### src/rtl/alu_regfile.sv
// alu_regfile: 8x16 register file with NZCV flags, write-through bypass and pending-write scoreboard
module alu_regfile #(
    parameter int NREGS = 8,
    parameter int AW    = 3,
    parameter int WIDTH = 16
) (
    input  logic             clk,
    input  logic             rst_n,
    input  logic [AW-1:0]    ra_addr,
    input  logic [AW-1:0]    rb_addr,
    input  logic             rd_en,
    output logic [WIDTH-1:0] ra_data,
    output logic [WIDTH-1:0] rb_data,
    output logic             stall,
    input  logic             iss_en,
    input  logic [AW-1:0]    iss_addr,
    input  logic             wr_en,
    input  logic [AW-1:0]    wr_addr,
    input  logic [WIDTH:0]   wr_data,
    input  logic             flag_we,
    input  logic [3:0]       flags_in,
    output logic [3:0]       flags_out,
    output logic [NREGS-1:0] pending
);
    logic [WIDTH-1:0] r_regs [NREGS];
    logic [3:0]       r_flags;
    logic [NREGS-1:0] r_pend;
    logic [NREGS-1:0] w_one;
    logic [NREGS-1:0] w_set;
    logic [NREGS-1:0] w_clr;
    logic [NREGS-1:0] w_pend_nxt;
    logic             w_wr_nz;
    logic             w_byp_a;
    logic             w_byp_b;
    logic             w_haz_a;
    logic             w_haz_b;
    logic             w_unused_carry;

    assign w_unused_carry = wr_data[WIDTH];
    assign w_wr_nz = wr_en && (wr_addr != '0);
    assign w_one = {{(NREGS-1){1'b0}}, 1'b1};
    assign w_set = iss_en ? (w_one << iss_addr) : '0;
    assign w_clr = wr_en ? (w_one << wr_addr) : '0;
    // set after clear so a same-cycle reissue keeps ownership; bit 0 never tracks
    assign w_pend_nxt = ((r_pend & ~w_clr) | w_set) & ~w_one;

    assign w_byp_a = w_wr_nz && (wr_addr == ra_addr);
    assign w_byp_b = w_wr_nz && (wr_addr == rb_addr);
    assign ra_data = (ra_addr == '0) ? '0 : w_byp_a ? wr_data[WIDTH-1:0] : r_regs[ra_addr];
    assign rb_data = (rb_addr == '0) ? '0 : w_byp_b ? wr_data[WIDTH-1:0] : r_regs[rb_addr];

    assign w_haz_a = (ra_addr != '0) && r_pend[ra_addr] && !w_byp_a;
    assign w_haz_b = (rb_addr != '0) && r_pend[rb_addr] && !w_byp_b;
    assign stall = rd_en && (w_haz_a || w_haz_b);

    assign flags_out = r_flags;
    assign pending = r_pend;

    always_ff @(posedge clk or negedge rst_n) begin
        if (!rst_n) begin
            for (int i = 0; i < NREGS; i++) r_regs[i] <= '0;
            r_flags <= '0;
            r_pend <= '0;
        end else begin
            if (w_wr_nz) r_regs[wr_addr] <= wr_data[WIDTH-1:0];
            if (flag_we) r_flags <= flags_in;
            r_pend <= w_pend_nxt;
        end
    end
endmodule

### config.mk
export PLATFORM = sky130hd
export DESIGN_NAME = alu_regfile
export DESIGN_NICKNAME = d
export VERILOG_FILES = /design/src/rtl/alu_regfile.sv
export SDC_FILE = /design/constraint.sdc
export NUM_CORES = 1
export LEC_CHECK = 0
export ABC_AREA = 1
export CAP_MARGIN = 30
export CELL_PAD_IN_SITES_DETAIL_PLACEMENT = 1
export CELL_PAD_IN_SITES_GLOBAL_PLACEMENT = 1
export CORE_UTILIZATION = 41
export CTS_CLUSTER_SIZE = 40
export DETAILED_ROUTE_END_ITERATION = 10
export PLACE_DENSITY_LB_ADDON = 0.1
export SLEW_MARGIN = 0
export SYNTH_ARGS = -nofsm -noshare
export SYNTH_HDL_FRONTEND = slang
export SYNTH_SLANG_ARGS = --single-unit
### constraint.sdc
create_clock -name clk -period 1.45 [get_ports clk]
set_clock_uncertainty 0.1 [all_clocks]
set_input_delay 0.145 -clock clk [delete_from_list [all_inputs] [get_ports clk]]
set_output_delay 0.145 -clock clk [all_outputs]
set_load 0.01 [all_outputs]
==> impl_metrics.toml <==
[hold_path]
hp-class = "in2async"

[yosys]
async_reset_ff_share_pct = 100
ys_seq_area_share_pct = 43.9
synthCells = 1155
synthFlopType = "dfrtp_1"
synth_area_um2 = 7920
yosysTopAreaCell = "dfrtp_1"
yosys_warnings = 0
ys_seq_elements = 139
synth_top_area_share_pct = 43.9
synth.avg_cell_area_um2 = 6.86
synthMostInstantiatedCell = "nand2_1"
syn-num-nets = 1194
synth_cell_types = 24
synthTopCellsByArea = "dfrtp_1 44%, nand2_1 17%, o21ai_0 9.3%"
synth_edf_count = 0
synth_commonest_cells = "363 x nand2_1, 147 x o21ai_0, 139 x dfrtp_1"

[drt]
wl_per_cell_um = 22.4
ant_nets = 0
drt_iter0_drc = 681
route.met2.wl_mm = 17.9
m1WireLength_mm = 14.7
first_pass_iters = 4
routed.top_layer = "met4"
met3WireLength_mm = 2.20
vias = 9231
routed_wl_mm = 36.4
viasPerCell = 5.68
drc = 0

[worst_setup_path]
crit_chain = "inv_2 > o211ai_1 > nand2_1 > nor2_2 > nor2_1 > nor2_1 > buf_2"
startpoint_type = "flop"
r2r.worst_path.cells = 5
crit_slowest_cell = "dfrtp_1"
worst-setup-path-type = "reg2out"
critPathMostFrequentCell = "nor2_1"
cp-end-kind = "output port"
required_ps = 1210
max_stage_delay_ps = 370
crit_fanout = 2
reg2reg_slack_ps = 260
r2r_end = "r_regs[43]"
r2r-start = "r_regs[43]"
arrival_ps = 1690

[timing]
hold_viol_final = 0
maxSlewHeadroom_pct = 56.5
min_period_over_period_pct = 133
setup_slack_ps = -484
finalCriticalPeriod_ps = 1930
drv_slew = 0
setup_viol = 33
fin_hold_ws_ps = 55.8
fmax_ghz = 0.517
worstMarginPinSlew_ps = 652
rsz0062_at_grt = "true"

[finish]
fin_area_um2 = 11500
area_delta_synth_final_pct = 44.6
final-seq-area_um2 = 3480
multi_input_area_um2 = 4240
antennaDiodeCount = 0
nets = 1393
fillerInstances = 2322
drive_gt1_share_pct = 30.7

[pwr]
powerDensity_nw_per_um2 = 1210
p_leak_uw = 0.00565
ir_drop_v = 0.000819
power.total_uw = 13800

[placed_design]
detailed_place_hpwl_mm = 21.2
place_area_um2 = 9840
dpl_worst_slack_ps = -1230
routabilityCongestion = 0.842
io_buffers = 81

[status]
status = "finished with violations"
violations = "setup timing"

[global_route]
antenna_found_initial = 0
gr-total-overflow = 0
grt_pass1_wl_mm = 53.5
grt_max_degree = 39
grt_pass1_vias = 9504
grtUsageTotal_pct = 35.8

[flow_run]
cap_violations = 0

[floorplanning]
initial_utilization_pct = 42.1
die_y_um = 141
io_pins = 84
rows = 50
coreArea_um2 = 18800
die-area_um2 = 19900
fp.dieW_um = 141

[cts]
cts_tree = "built"
htreeDepth = 4
clock-sinks = 139
cts_buffers = 17
clk_latency_ps = 430
clock_path_buffers = 2
clk_pin_slew_ps = 70
ctsRootBufferMaster = "clkbuf_16"
## stage by stage
| step | cells | TNS, ps | util [%] |
|---|---|---|---|
| finish | 1626 | -11190 | 60.8 |
| global route | 1626 | -13550 | 60.8 |
| CTS | 1604 | -10450 | 58.9 |
| detailed placement | 1530 | -83380 | 52.2 |
| global placement | 1530 | -77990 | 52.2 |
| floorplan | 1155 | 0 | - |
## timing repair
item,4_1_cts,5_1_grt
endpoints found under the setup margin,105,33
buffers inserted,41,21
gates cloned,3,1
hold endpoints to repair,139,0
gates resized for setup,345,51
hold buffers,1,0
pin swaps,139,88
## final cells by class
| type | instances | share of cell area (%) |
|---|---|---|
| Clock buffer | 18 | 3.83 |
| Inverter | 80 | 2.64 |
| Sequential cell | 139 | 30.4 |
| Timing Repair Buffer | 270 | 21.7 |
| Clock inverter | 13 | 1.66 |
| Multi-Input combinational cell | 846 | 37.0 |
| Tap cell | 260 | 2.84 |
## state kept, by name, summed over array words and instances, names as in the netlist
signal and cells:
flags_out 4, r_regs 128, pending 7
## layer usage
| layer | global-route usage [%] | vias to the layer above |
|---|---|---|
| li1 | - | 4116 |
| met1 | 43.8 | 4614 |
| met2 | 61.5 | 379 |
| met3 | 5.06 | 122 |
| met4 | 18.4 | 0 |
| met5 | 0 | - |
## cells in the final DEF, fill, tap and decap left out, types with 35 or more instances in the layout
cell type,instances
inv_1,57
nand2_1,340
nor2_1,96
nand3_1,61
o21ai_0,121
buf_2,38
buf_4,143
a21oi_1,35
dfrtp_1,139
## power breakdown
group          switching [uW]  leakage, uW  internal, uW
Sequential                528      0.00173          4530
Clock                    1810     0.000307          2930
Combinational            2250      0.00361          1800
## cells by family (layout without fill, tap and decap cells)
logic type | count (synthesis) | after routing | synth area share, %
AND/OR/NAND/NOR | 597 | 597 | 30.3
AO/OA/AOI/OAI | 242 | 242 | 16.3
buffers and inverters | 170 | 381 | 8.73
flip-flops | 139 | 139 | 43.9
multiplexers | 4 | 4 | 0.569
XOR/XNOR | 2 | 2 | 0.221
other | 1 | 1 | 0.0473
## critical path, delay by kind of cell, from the launching register on
| kind | cells | cell delay, ps |
|---|---|---|
| AO/OA/AOI/OAI | 1 | 190 |
| buffers and inverters | 2 | 210 |
| AND/OR/NAND/NOR | 4 | 490 |
| flip-flops | 1 | 370 |
## how the worst max path moves through the flow
stage                start          end  slack, ps  depth (start not counted)
3_5_place_dp    rb_addr[1]  rb_data[10]      -1230                         10
6_report       r_regs[113]   ra_data[1]       -480                          7
4_1_cts         r_regs[94]  rb_data[14]       -430                          5
2_1_floorplan   ra_addr[0]  ra_data[15]         40                          9
3_3_place_gp    rb_addr[1]  rb_data[10]      -1170                         10
5_1_grt        r_regs[113]   ra_data[1]       -520                          7
Note: power is estimated with default switching activity, not from simulation.
